<file path="src/rtl/tmr_pulse_capture_pkg.sv">
// Shared timer definitions: prescale select encodings, capture FSM states
// and the default counter width with its saturation value.
package tmr_pulse_capture_pkg;

    typedef enum logic [1:0] {
        PS_DIV1    = 2'd0,
        PS_DIV8    = 2'd1,
        PS_DIV64   = 2'd2,
        PS_DIV8192 = 2'd3
    } ps_sel_e;

    typedef enum logic [1:0] {
        IDLE = 2'd0,
        HIGH = 2'd1,
        LOW  = 2'd2
    } cap_state_e;

    localparam int unsigned DEF_BIT_WIDTH = 8;
    localparam logic [DEF_BIT_WIDTH-1:0] CNT_SAT = '1;

endpackage

</file>
<file path="src/rtl/tmr_edge_sync.sv">
// Two-flop synchroniser plus history flop for an asynchronous timer pin;
// flags single-cycle rising and falling edges of the synchronised level.
module tmr_edge_sync (
    input  logic clk_i,
    input  logic rst_ni,
    input  logic pin_i,
    output logic rise_o,
    output logic fall_o
);

    logic s1_q;
    logic s2_q;
    logic s3_q;

    always_ff @(posedge clk_i or negedge rst_ni) begin
        if (!rst_ni) begin
            s1_q <= 1'b0;
            s2_q <= 1'b0;
            s3_q <= 1'b0;
        end else begin
            s1_q <= pin_i;
            s2_q <= s1_q;
            s3_q <= s2_q;
        end
    end

    assign rise_o = s2_q & ~s3_q;
    assign fall_o = ~s2_q & s3_q;

endmodule

</file>
<file path="src/rtl/tmr_pulse_capture.sv">
// Input capture for a timer pulse output: measures high width and
// rise-to-rise period in prescaled ticks, with strobe and sticky flags.
module tmr_pulse_capture
    import tmr_pulse_capture_pkg::*;
#(
    parameter int unsigned BIT_WIDTH      = DEF_BIT_WIDTH,
    parameter int unsigned PRESCALE_WIDTH = 13
) (
    input  logic                 clk,
    input  logic                 rst_n,
    input  logic                 en,
    input  logic [1:0]           prescale_sel,
    input  logic                 pulse_in,
    input  logic                 irq_clr,
    output logic [BIT_WIDTH-1:0] high_width,
    output logic [BIT_WIDTH-1:0] period,
    output logic                 width_ovf,
    output logic                 capture_valid,
    output logic                 capture_irq,
    output logic                 overrun
);

    localparam logic [BIT_WIDTH-1:0] SAT = '1;

    logic                      rise;
    logic                      fall;
    logic                      tick;
    logic [PRESCALE_WIDTH-1:0] pre_q;
    logic [PRESCALE_WIDTH-1:0] pre_d;
    logic [BIT_WIDTH-1:0]      hi_q;
    logic [BIT_WIDTH-1:0]      per_q;
    logic [BIT_WIDTH-1:0]      hi_inc;
    logic [BIT_WIDTH-1:0]      per_inc;
    logic [BIT_WIDTH-1:0]      per_pub;
    cap_state_e                state_q;

    logic [BIT_WIDTH-1:0]      high_width_q;
    logic [BIT_WIDTH-1:0]      period_q;
    logic                      width_ovf_q;
    logic                      capture_valid_q;
    logic                      capture_irq_q;
    logic                      overrun_q;

    tmr_edge_sync u_sync (
        .clk_i  (clk),
        .rst_ni (rst_n),
        .pin_i  (pulse_in),
        .rise_o (rise),
        .fall_o (fall)
    );

    always_comb begin
        tick = 1'b1;
        case (ps_sel_e'(prescale_sel))
            PS_DIV1:    tick = 1'b1;
            PS_DIV8:    tick = &pre_q[2:0];
            PS_DIV64:   tick = &pre_q[5:0];
            PS_DIV8192: tick = &pre_q[12:0];
            default:    tick = 1'b1;
        endcase
    end

    always_comb begin
        pre_d   = en ? pre_q + PRESCALE_WIDTH'(1) : '0;
        hi_inc  = (hi_q == SAT)  ? hi_q  : hi_q + BIT_WIDTH'(1);
        per_inc = (per_q == SAT) ? per_q : per_q + BIT_WIDTH'(1);
        per_pub = tick ? per_inc : per_q;
    end

    always_ff @(posedge clk or negedge rst_n) begin
        if (!rst_n) begin
            pre_q <= '0;
        end else begin
            pre_q <= pre_d;
        end
    end

    // irq_clr is applied first so that a same-cycle publish overrides it.
    always_ff @(posedge clk or negedge rst_n) begin
        if (!rst_n) begin
            state_q         <= IDLE;
            hi_q            <= '0;
            per_q           <= '0;
            high_width_q    <= '0;
            period_q        <= '0;
            width_ovf_q     <= 1'b0;
            capture_valid_q <= 1'b0;
            capture_irq_q   <= 1'b0;
            overrun_q       <= 1'b0;
        end else begin
            capture_valid_q <= 1'b0;
            if (irq_clr) begin
                capture_irq_q <= 1'b0;
                overrun_q     <= 1'b0;
            end
            if (!en) begin
                state_q <= IDLE;
                hi_q    <= '0;
                per_q   <= '0;
            end else begin
                case (state_q)
                    IDLE: begin
                        if (rise) begin
                            state_q <= HIGH;
                            hi_q    <= '0;
                            per_q   <= '0;
                        end
                    end
                    HIGH: begin
                        if (tick) begin
                            hi_q  <= hi_inc;
                            per_q <= per_inc;
                        end
                        if (fall) begin
                            state_q <= LOW;
                        end
                    end
                    LOW: begin
                        if (rise) begin
                            high_width_q    <= hi_q;
                            period_q        <= per_pub;
                            width_ovf_q     <= (hi_q == SAT) || (per_pub == SAT);
                            capture_valid_q <= 1'b1;
                            capture_irq_q   <= 1'b1;
                            if (capture_irq_q) begin
                                overrun_q <= 1'b1;
                            end
                            state_q <= HIGH;
                            hi_q    <= '0;
                            per_q   <= '0;
                        end else if (tick) begin
                            per_q <= per_inc;
                        end
                    end
                    default: begin
                        state_q <= IDLE;
                        hi_q    <= '0;
                        per_q   <= '0;
                    end
                endcase
            end
        end
    end

    assign high_width    = high_width_q;
    assign period        = period_q;
    assign width_ovf     = width_ovf_q;
    assign capture_valid = capture_valid_q;
    assign capture_irq   = capture_irq_q;
    assign overrun       = overrun_q;

endmodule
</file>
<file path="config.mk">
export PLATFORM = sky130hd
export DESIGN_NAME = tmr_pulse_capture
export DESIGN_NICKNAME = d
export VERILOG_FILES = /design/src/rtl/tmr_pulse_capture_pkg.sv /design/src/rtl/tmr_edge_sync.sv /design/src/rtl/tmr_pulse_capture.sv
export SDC_FILE = /design/constraint.sdc
export NUM_CORES = 1
export LEC_CHECK = 0
export CORE_AREA = 10 10 88 90
export CTS_CLUSTER_DIAMETER = 80
export DETAILED_ROUTE_END_ITERATION = 8
export DIE_AREA = 0 0 98 100
export PLACE_DENSITY = 0.65
export SETUP_SLACK_MARGIN = 0.15
export SLEW_MARGIN = 20
export SYNTH_ARGS = -nofsm -noshare
export SYNTH_HDL_FRONTEND = slang
export SYNTH_SLANG_ARGS = --single-unit
</file>
<file path="constraint.sdc">
create_clock -name clk -period 5.5 [get_ports clk]
set_input_delay 1.1 -clock clk [delete_from_list [all_inputs] [get_ports clk]]
set_output_delay 1.1 -clock clk [all_outputs]
set_load 0.005 [all_outputs]
</file>
After elaboration in Yosys (flattened, before gate mapping)
Index checks and enable logic that the tools add are counted.
{"block": "totals", "ff_bits": 54, "latchBits": 0, "ram_bits": 0, "romBits": 0, "out_inout_bits": 20, "memories": 0}
{"block": "classes", "n_addsub": 3, "multipliers": 0, "div": 0, "magnitude_cmp": 0, "n_eq_ne": 13, "n_shift": 0, "mux": 28, "bitwise": 4, "n_reduce_logical": 10}
{"op": "8-bit 2-to-1 mux", "count": 8}
{"op": "8-bit equality test, second input constant", "count": 3}
{"op": "8-bit one-hot mux with 3 select lines", "count": 1}
{"op": "8-bit by 1-bit adder with 8-bit output, second input constant", "count": 2}
{"op": "8-bit one-hot mux with 2 select lines", "count": 1}
{"op": "13-bit by 1-bit adder with 13-bit output, second input constant", "count": 1}
{"op": "13-bit 2-to-1 mux", "count": 1}
{"op": "13-bit AND reduction", "count": 1}
{"op": "1-bit 2-to-1 mux", "count": 12}
{"op": "3-bit inequality test, second input constant", "count": 4}
{"op": "3-bit AND reduction", "count": 3}
{"op": "2-bit equality test, second input constant", "count": 3}
{"op": "2-bit 2-to-1 mux", "count": 3}
{"op": "6-bit AND reduction", "count": 1}
{"op": "2-bit by 1-bit equality test with 1-bit output, second input constant", "count": 2}
{"op": "2-bit zero test", "count": 2}
{"op": "1-bit one-hot mux with 4 select lines", "count": 1}
{"op": "2-bit one-hot mux with 2 select lines", "count": 1}
{"op": "3-bit by 2-bit inequality test with 1-bit output, second input constant", "count": 1}
{"op": "1-bit bitwise AND", "count": 2}
{"op": "1-bit NOT", "count": 2}
{"op": "2-bit AND reduction", "count": 1}
{"op": "2-bit OR reduction", "count": 1}
{"op": "1-bit logical OR", "count": 1}

Longest topological paths before layout
Gate-level depths: netlist of the first run.
{"block": "logic_depth", "ltp_word": 6, "mapped_depth": 8, "mapped_depth_nobuf": 8}

By module
Synthesis of the first run repeated with hierarchy kept, for this count alone.
{"block": "hier_totals", "cells_unflattened": 269, "area_unflattened_um2": 2732.6}
{"module": "tmr_pulse_capture", "n_inst": 1, "cells_per_inst": 264, "area_each_um2": 2642.5}
{"module": "tmr_edge_sync", "n_inst": 1, "cells_per_inst": 5, "area_each_um2": 90.1}

Worst setup path after synthesis of the first run
No wires, ideal clock.
{"block": "synth_path", "path_kind": "input port to flip-flop", "startpoint": "input port prescale_sel[1]", "endpoint": "register per_q[7]", "setup_time_ns": 0.119, "arrival_ns": 2.420, "setup_slack_ns": 2.961, "cell_stages": 6, "n_path_buf": 0, "path_cell_list": "a21boi_0 > a221oi_1 > nand2_1 > or4_4 > a21oi_1 > nor2_1"}
{"block": "synth_via", "elab_chain_cells": 6}
{"item": "from (decl)", "line": "tmr_pulse_capture.sv:12", "source": "input logic [1:0] prescale_sel,"}
{"item": "2-bit equality test, or another cell as far along", "line": "tmr_pulse_capture.sv:54", "source": "case (ps_sel_e'(prescale_sel))"}
{"item": "1-bit one-hot mux with 4 select lines *", "line": "tmr_pulse_capture.sv:54"}
{"item": "8-bit 2-to-1 mux *"}
{"item": "8-bit 2-to-1 mux"}
{"item": "8-bit one-hot mux with 3 select lines *"}
{"item": "8-bit 2-to-1 mux *"}
{"item": "to (signal assigned)", "line": "tmr_pulse_capture.sv:112", "source": "per_q <= per_inc;"}
{"item": "to (signal assigned)", "line": "tmr_pulse_capture.sv:132", "source": "per_q <= per_inc;"}
{"item": "to (decl)", "line": "tmr_pulse_capture.sv:31", "source": "logic [BIT_WIDTH-1:0] per_q;"}
Every way passes the cells marked *; elsewhere a longest branch is shown, timed or not.
A chain may end at the register's enable or synchronous reset.

Final worst setup path of the first run
Ends and elaborated chain as after synthesis.

==> results of run 1 <==
## registers in the layout, summed over array words and instances, names as in the netlist, 2 cells and up
| signal | cells |
|---|---|
| pre_q | 13 |
| hi_q | 8 |
| high_width | 8 |
| per_q | 8 |
| period | 8 |
| state_q | 2 |
## worst max path at each step
stage                end  cells past startpoint            start  slack, ns
6_report        per_q[7]                      7  prescale_sel[1]       2.58
5_1_grt         per_q[4]                      7  prescale_sel[1]       2.43
4_1_cts         per_q[7]                      7  prescale_sel[1]       2.58
3_5_place_dp    per_q[7]                      7  prescale_sel[1]       2.23
3_3_place_gp   width_ovf                      7               en       2.28
2_1_floorplan   per_q[7]                      6  prescale_sel[1]       2.96
## layout by cell type (no fill, tap or decap), types with 6 or more instances in the layout
cell	count
a21oi_1	7
and2_1	9
clkdlybuf4s50_1	25
dfrtp_1	54
ha_1	7
inv_1	10
nand2_1	49
nand3_1	14
nand4_1	7
nor2_1	18
o21ai_0	24
o31ai_1	6
xnor2_1	6
xor2_1	13
## cells by family after synthesis
| kind of cell | Yosys count | share of synthesized area (%) |
|---|---|---|
| AND/OR/NAND/NOR | 127 | 24.0 |
| AO/OA/AOI/OAI | 55 | 12.7 |
| flip-flops | 54 | 50.0 |
| XOR/XNOR | 19 | 6.16 |
| buffers and inverters | 19 | 2.73 |
| adder cells (fa/ha/maj) | 7 | 3.24 |
| multiplexers | 3 | 1.11 |
## critical path, delay by kind of cell
kind / cells / cell delay [ns]
AOI/OAI and AO/OA: 3 / 0.63
and+or+nand+nor: 3 / 0.90
buffers and inverters: 1 / 0.49
## area by class of cell
cell class,count,share of cell area (%)
Clock buffer,5,2.20
Sequential cell,54,43.2
Clock inverter,3,0.920
Multi-Input combinational cell,211,40.8
Inverter,10,1.20
Tap cell,77,3.08
Timing Repair Buffer,28,8.64
## power breakdown
group / leakage [nW] / total (mW) / internal (mW) / switching [mW]
Combinational: 0.590 / 0.0370 / 0.0128 / 0.0242
Clock: 0.0506 / 0.237 / 0.0955 / 0.142
Sequential: 0.745 / 0.404 / 0.400 / 0.00314
Total: 1.39 / 0.678 / 0.509 / 0.169
## metal layers
metal  GRT usage, %  routed length (um)
met1           13.6                2570
met2           18.0                2350
met3           3.50                 333
met4           3.36                  57
met5              0                   0
## stage by stage
step / instance area [um2] / worst slack (ns) / power (mW) / utilization [%]
after detailed placement: 3030 / 2.23 / 0.449 / 49.4
after global routing: 3130 / 2.43 / 0.709 / 51.0
after global placement: 3030 / 2.28 / 0.449 / 49.4
after CTS: 3130 / 2.58 / 0.690 / 51.0
final: 3130 / 2.58 / 0.678 / 51.0
after floorplan: 2700 / 2.96 / 0.430 / -
==> results.sh, run 1 <==
export IMPL_dp_hpwl_um=3860
export IMPL_viasPerCell=5.24
export IMPL_slowest_delay_ns=0.60
export IMPL_ff2ff_setup_slack_ns=3.20
export IMPL_postCtsSetupBuffers=0
export IMPL_fmaxAchievable_ghz=0.342
export IMPL_grt_max_degree=55
export IMPL_grtUsageTotal_pct=11.0
export IMPL_cts_root_buf="clkbuf_8"
export IMPL_place_inst=380
export IMPL_first_global_vias=2026
export IMPL_grt_overflow_total=0
export IMPL_ys_top_cells_by_area="dfrtp_1 50%, nand2_1 6.8%, o21ai_0 4.4%"
export IMPL_avgSynthCellArea_um2=9.51
export IMPL_setup_viol_count_final=0
export IMPL_slew_headroom_pct=54.4
export IMPL_slew_viol_final=0
export IMPL_fp_row_count=29
export IMPL_worstPathMaxFanout=7
export IMPL_antenna_found_initial=0
export IMPL_cts_htree_levels=2
export IMPL_cts_made_buffers=5
export IMPL_ir_drop_mv=0.142
export IMPL_cp_arrival_ns=3.13
export IMPL_yosysMostFrequentCell="dfrtp_1"
export IMPL_syn_area_um2=2700
export IMPL_synthTopCellsByCount="54 x dfrtp_1, 49 x nand2_1, 24 x o21ai_0, 18 x nor2_1, 14 x nand3_1"
export IMPL_vias=2032
export IMPL_rsz0062_at_grt="false"
export IMPL_syn_inst=284
export IMPL_yosysWarnings=0
export IMPL_timing_hold_ws_ns=0.364
export IMPL_hold_viol=0
export IMPL_maxCapViolations=0
export IMPL_regArea_um2=1350
export IMPL_p_per_area_nw_per_um2=217
export IMPL_yosysSeqAreaShare_pct=50.0
export IMPL_cp_start_kind="input pin"
export IMPL_fillers=570
export IMPL_cts_clk_slew_worst_paths_ns=0.10
export IMPL_drc=0
export IMPL_nNetsFinal=324
export IMPL_grt_pass1_wl_um=9180
export IMPL_ys_types=44
export IMPL_timing_setup_tns_ns=0
export IMPL_coreArea_um2=6130
export IMPL_synth_top_area_cell="dfrtp_1"
export IMPL_cts_tree="yes"
export IMPL_globalplace_congestion=0.842
export IMPL_hp_class="flip-flop to flip-flop"
export IMPL_min_period_over_period_pct=53.1
export IMPL_synth_edf_count=0
export IMPL_holdPathEnd="u_sync.s2_q"
export IMPL_postCtsHoldBufs=0
export IMPL_crit_required_ns=5.71
export IMPL_wl_per_cell_um=13.7
export IMPL_routed_wirelength_um=5310
export IMPL_timing_rr_end="per_q[7]"
export IMPL_clock_sinks=54
export IMPL_dr_pass1_iters=4
export IMPL_p_leak_nw=1.39
export IMPL_die_w_um=98
export IMPL_slowest_stage="or4_4"
export IMPL_clk_latency_ns=0.31
export IMPL_layout_min_cycle_time_ns=2.92
export IMPL_io_pins=27
export IMPL_synth_fp_nets=298
export IMPL_clk_path_buf_depth=2
export IMPL_finalNonFillerCells=388
export IMPL_rr_startpoint="pre_q[0]"
export IMPL_first_iter_violations=63
export IMPL_diodes=0
export IMPL_status="completed"
export IMPL_path_cells="clkdlybuf4s50_1, a21boi_0, a221oi_1, nand2_1, or4_4, a21oi_1, nor2_1"
export IMPL_ant_nets=0
export IMPL_die_y_um=100
export IMPL_min_from="u_sync.s1_q"
export IMPL_synthArstFlopShare_pct=100
export IMPL_post_cts_resized=0
export IMPL_holdPathStages=0
export IMPL_worstRegToRegCells=8
export IMPL_layout_drive_gt1_share_pct=6.11
export IMPL_worstSetupPathType="input pin to flip-flop"
export IMPL_synth_top_area_share_pct=50.0
export IMPL_ys_ff_latch=54
export IMPL_dieArea_um2=9800
export IMPL_finalClockSkew_ns=0.00701
export IMPL_io_buffers=26
export IMPL_area_growth_pct=15.8
export IMPL_end_kind="flip-flop"
export IMPL_initial_core_util_pct=44.0
export IMPL_multi_input_area_um2=1270
export IMPL_yosys_most_used_dff="dfrtp_1"
export IMPL_worst_pin_slew_ns=0.683
Power figures use the tool's default switching activity.
==> inputs of run 2 (changes only) <==
==> constraint.sdc (replaced) <==
create_clock -name clk -period 2.8 [get_ports clk]
set_input_delay 0.56 -clock clk [delete_from_list [all_inputs] [get_ports clk]]
set_output_delay 0.56 -clock clk [all_outputs]
set_load 0.005 [all_outputs]
==> run 2 against run 1 <==
Effect of this change: final cell count increased by 1.5%; setup slack got worse by 2.1 ns; die area unchanged; clock power increased by 92%.
==> results.sh, run 2 (synthesized netlist as in run 1, its figures left out) <==
export IMPL_grtUsageTotal_pct=11.3
export IMPL_setup_ws_ns=0.508
export IMPL_initial_core_util_pct=44.0
export IMPL_postCtsHoldBufs=0
export IMPL_final_area_um2=3170
export IMPL_cts_made_buffers=5
export IMPL_p_per_area_nw_per_um2=418
export IMPL_clock_sinks=54
export IMPL_area_growth_pct=17.3
export IMPL_postCtsSetupBuffers=0
export IMPL_worstRegToRegCells=8
export IMPL_finalClockSkew_ns=0.00977
export IMPL_grt_pass1_wl_um=9520
export IMPL_place_inst=386
export IMPL_path_cells="clkdlybuf4s50_1, a21boi_0, a221oi_1, nand2_1, nor3_1, o21ai_0, a22o_1"
export IMPL_worstSetupPathType="input pin to flip-flop"
export IMPL_drc=0
export IMPL_diodes=0
export IMPL_setup_viol_count_final=0
export IMPL_timing_hold_ws_ns=0.332
export IMPL_hold_viol=0
export IMPL_cts_root_buf="clkbuf_8"
export IMPL_regMostFlops="pre_q"
export IMPL_slowest_delay_ns=0.49
export IMPL_p_leak_nw=1.40
export IMPL_layout_cells_most_common="dfrtp_1"
export IMPL_slew_viol_final=0
export IMPL_io_pins=27
export IMPL_finalPower_mw=1.32
export IMPL_dieArea_um2=9800
export IMPL_worst_pin_slew_ns=0.814
export IMPL_post_route_util_pct=51.7
export IMPL_end_kind="flip-flop"
export IMPL_slowest_stage="clkdlybuf4s50_1"
export IMPL_rsz0062_at_grt="false"
export IMPL_routed_wirelength_um=5370
export IMPL_clk_path_buf_depth=2
export IMPL_vias=2054
export IMPL_dp_hpwl_um=3960
export IMPL_fillers=568
export IMPL_place_ws_ns=0.175
export IMPL_grt_max_degree=37
export IMPL_min_period_over_period_pct=81.9
export IMPL_largest_register_ffs=13
export IMPL_multi_input_area_um2=1270
export IMPL_clk_latency_ns=0.31
export IMPL_regArea_um2=1350
export IMPL_mostFrequentLayoutCells="54 x dfrtp_1, 49 x nand2_1, 25 x clkdlybuf4s50_1"
export IMPL_globalplace_congestion=0.899
export IMPL_crit_required_ns=3.01
export IMPL_finalNonFillerCells=394
export IMPL_status="completed"
export IMPL_rr_startpoint="pre_q[0]"
export IMPL_slew_headroom_pct=45.7
export IMPL_ant_nets=0
export IMPL_coreArea_um2=6130
export IMPL_hp_class="input pin to asynchronous set/reset pin"
export IMPL_layout_min_cycle_time_ns=2.29
export IMPL_dr_pass1_iters=4
export IMPL_cp_start_kind="input pin"
export IMPL_cp_arrival_ns=2.51
export IMPL_cts_tree="yes"
export IMPL_antenna_found_initial=0
export IMPL_io_buffers=26
export IMPL_cts_clk_slew_worst_paths_ns=0.11
export IMPL_ir_drop_mv=0.287
export IMPL_nNetsFinal=330
export IMPL_post_dp_cell_area_um2=3080
export IMPL_grt_overflow_total=0
export IMPL_timing_rr_end="per_q[4]"
export IMPL_layout_drive_gt1_share_pct=7.89
export IMPL_fmaxAchievable_ghz=0.436
export IMPL_post_cts_resized=0
export IMPL_first_iter_violations=78
export IMPL_maxCapViolations=0
export IMPL_die_w_um=98
export IMPL_wl_per_cell_um=13.6
export IMPL_first_global_vias=2025
export IMPL_timing_setup_tns_ns=0
export IMPL_viasPerCell=5.21
export IMPL_cts_htree_levels=2
export IMPL_ff2ff_setup_slack_ns=0.55
export IMPL_fp_row_count=29
export IMPL_die_y_um=100
export IMPL_worstPathMaxFanout=6
[run 2: cell types whose count changed in the layout (fill, tap and decap cells not counted), sizes merged]
cell,delta
buf,+6
clkinv,-1
clkinvlp,+2
inv,-1
[run 2: per-layer routing]
metal / up-vias / routed length, um / part of all wire (%) / GRT usage (%)
li1: 1043 / - / - / -
met1: 966 / 2590 / 48 / 14.6
met2: 43 / 2430 / 45 / 18.2
met3: 2 / 321 / 6.0 / 3.37
met4: 0 / 25 / 0.47 / 3.02
met5: - / 0 / 0 / 0
[run 2: final cells by class]
type	instances	area share [%]
Clock buffer	5	2.17
Clock inverter	3	0.750
Inverter	10	1.18
Multi-Input combinational cell	211	40.2
Sequential cell	54	42.7
Tap cell	77	3.04
Timing Repair Buffer	34	9.95
[run 2: worst max-delay path by stage]
stage	start	to	slack (ns)
after CTS	prescale_sel[1]	per_q[4]	0.52
after floorplan	pre_q[0]	per_q[7]	0.71
after detailed placement	prescale_sel[1]	per_q[4]	0.18
after global placement	prescale_sel[1]	width_ovf	0.25
final	prescale_sel[1]	per_q[4]	0.51
after global routing	pre_q[0]	width_ovf	0.33
[run 2: power by group]
part / switching (mW) / leakage, nW / internal, mW
registers: 0.00614 / 0.745 / 0.786
logic: 0.0489 / 0.618 / 0.0291
clock network: 0.275 / 0.0408 / 0.180
[run 2: critical path: cells and delay by family]
| family | cells | cell delay, ns |
|---|---|---|
| compound gates | 4 | 0.86 |
| buf+inv | 1 | 0.49 |
| simple gates | 2 | 0.59 |
==> inputs of run 3 (changes only) <==
==> constraint.sdc (replaced) <==
create_clock -name clk -period 2.4 [get_ports clk]
set_input_delay 0.48 -clock clk [delete_from_list [all_inputs] [get_ports clk]]
set_output_delay 0.48 -clock clk [all_outputs]
set_load 0.005 [all_outputs]
==> run 3 against run 2 <==
Effect of this change: combinational power is 35% higher; utilization is 2.7 points higher; total power is 26% higher.
==> results.sh, run 3 (synthesized netlist as in run 1, its figures left out) <==
export IMPL_drc=0
export IMPL_final_area_um2=3330
export IMPL_grtUsageTotal_pct=11.5
export IMPL_first_iter_violations=132
export IMPL_io_pins=27
export IMPL_largest_register_ffs=13
export IMPL_timing_rr_end="width_ovf"
export IMPL_fillers=554
export IMPL_power_frac_comb_pct=6.3
export IMPL_vias=2153
export IMPL_finalNonFillerCells=407
export IMPL_regMostFlops="pre_q"
export IMPL_diodes=0
export IMPL_initial_core_util_pct=44.0
export IMPL_cp_arrival_ns=2.38
export IMPL_cts_made_buffers=5
export IMPL_grt_max_degree=33
export IMPL_ir_drop_mv=0.275
export IMPL_globalplace_congestion=0.932
export IMPL_rr_startpoint="per_q[0]"
export IMPL_coreArea_um2=6130
export IMPL_mostFrequentLayoutCells="54 x dfrtp_1, 48 x nand2_1, 25 x clkdlybuf4s50_1"
export IMPL_p_per_area_nw_per_um2=501
export IMPL_clk_path_buf_depth=2
export IMPL_worst_path_dominant_cell_family="simple AND/OR/NAND/NOR gates"
export IMPL_hold_viol=0
export IMPL_intPower_mw=1.28
export IMPL_slew_headroom_pct=63.6
export IMPL_dp_hpwl_um=4080
export IMPL_wl_per_cell_um=14.3
export IMPL_end_kind="flip-flop"
export IMPL_p_leak_nw=1.50
export IMPL_power_switching_uw=391
export IMPL_nNetsFinal=343
export IMPL_fp_row_count=29
export IMPL_crit_required_ns=2.63
export IMPL_maxCapViolations=0
export IMPL_clk_latency_ns=0.31
export IMPL_setup_viol_count_final=0
export IMPL_place_inst=396
export IMPL_finalClockSkew_ns=0.00858
export IMPL_path_buf_inv=1
export IMPL_power_frac_clock_pct=38.3
export IMPL_first_global_vias=2100
export IMPL_post_dp_cell_area_um2=3160
export IMPL_dieArea_um2=9800
export IMPL_cp_start_kind="flip-flop"
export IMPL_die_w_um=98
export IMPL_cts_tree="yes"
export IMPL_worst_pin_slew_ns=0.546
export IMPL_cts_root_buf="clkbuf_8"
export IMPL_routed_wirelength_um=5810
export IMPL_worstRegToRegCells=8
export IMPL_viasPerCell=5.29
export IMPL_cts_htree_levels=2
export IMPL_regArea_um2=1350
export IMPL_die_y_um=100
export IMPL_p_sw_share_pct=23.4
export IMPL_antenna_found_initial=0
export IMPL_clock_sinks=54
export IMPL_worstSetupPathType="flip-flop to flip-flop"
export IMPL_post_route_util_pct=54.4
export IMPL_ff2ff_setup_slack_ns=0.25
export IMPL_grt_pass1_wl_um=9650
export IMPL_dr_pass1_iters=4
export IMPL_slowest_stage="dfrtp_1"
export IMPL_slew_viol_final=0
export IMPL_area_growth_pct=23.4
export IMPL_min_period_over_period_pct=89.4
export IMPL_grt_overflow_total=0
export IMPL_hp_class="input pin to asynchronous set/reset pin"
export IMPL_multi_input_area_um2=1310
export IMPL_cts_clk_slew_worst_paths_ns=0.11
export IMPL_path_cells="ha_1, nand2_1, nor3_2, nor3_4, buf_4, nor2_1, o221ai_1, o31ai_2"
export IMPL_power_frac_seq_pct=55.4
export IMPL_ant_nets=0
export IMPL_layout_min_cycle_time_ns=2.15
export IMPL_io_buffers=26
export IMPL_worstPathMaxFanout=7
export IMPL_rsz0062_at_grt="false"
export IMPL_fmaxAchievable_ghz=0.466
export IMPL_postCtsHoldBufs=0
export IMPL_timing_hold_ws_ns=0.142
export IMPL_status="completed"
export IMPL_layout_drive_gt1_share_pct=13.3
export IMPL_layout_cells_most_common="dfrtp_1"
export IMPL_slowest_delay_ns=0.49
[run 3: changes by cell type in the layout (fill, tap and decap cells not counted), sizes merged]
| cell | previous run | this run |
|---|---|---|
| buf | 9 | 22 |
| bufinv | 0 | 1 |
| clkinv | 0 | 1 |
| clkinvlp | 2 | 0 |
[run 3: worst max-delay path by stage]
stage	from	to	slack, ns	depth (start not counted)
floorplan	pre_q[0]	per_q[7]	0.31	8
detailed placement	prescale_sel[1]	width_ovf	-0.14	8
CTS	pre_q[0]	width_ovf	0.18	9
global route	per_q[0]	width_ovf	0.07	8
finish	per_q[0]	width_ovf	0.25	8
global placement	prescale_sel[1]	per_q[7]	-0.06	7
[run 3: worst register-to-register path, stage by stage, from the launching register on]
cell and delay [ns]:
dfrtp_1 0.49, ha_1 0.29, nand2_1 0.16, nor3_2 0.35, nor3_4 0.10, buf_4 0.18, nor2_1 0.12, o221ai_1 0.15
o31ai_2 0.23
[run 3: power by group through the flow]
stage / clock network (mW) / registers [mW] / logic [mW]
after global routing: 0.692 / 0.926 / 0.118
after CTS: 0.658 / 0.925 / 0.101
final: 0.639 / 0.925 / 0.105
after global placement: 0 / 0.942 / 0.0994
after floorplan: 0 / 0.941 / 0.0436
after detailed placement: 0 / 0.943 / 0.101
[run 3: stage by stage]
stage	setup WS (ns)	setup TNS, ns	total power [mW]
after CTS	0.179	0	1.68
after floorplan	0.309	0	0.985
after global routing	0.0698	0	1.74
after global placement	-0.0649	-0.181	1.04
final	0.255	0	1.67
after detailed placement	-0.136	-0.492	1.04
[run 3: repair_timing]
item | CTS | global route
setup endpoints to repair | 0 | 10
setup buffers | 0 | 3
hold endpoints to repair | 0 | 0
resized for setup | 0 | 7
[run 3: area by class of cell]
cell class              count  share of cell area, %
clock inverters             3                   1.43
multi-input cells         211                   39.2
well taps                  77                   2.89
flip-flops and latches     54                   40.5
repair buffers             47                   12.8
inverters                  10                   1.13
clock buffers               5                   2.06
[run 3: layer usage]
| metal | track usage [%] | vias up | routed length (um) |
|---|---|---|---|
| li1 | - | 1068 | - |
| met1 | 14.0 | 1033 | 2660 |
| met2 | 19.0 | 45 | 2740 |
| met3 | 3.57 | 7 | 321 |
| met4 | 3.69 | 0 | 84 |
| met5 | 0 | - | 0 |
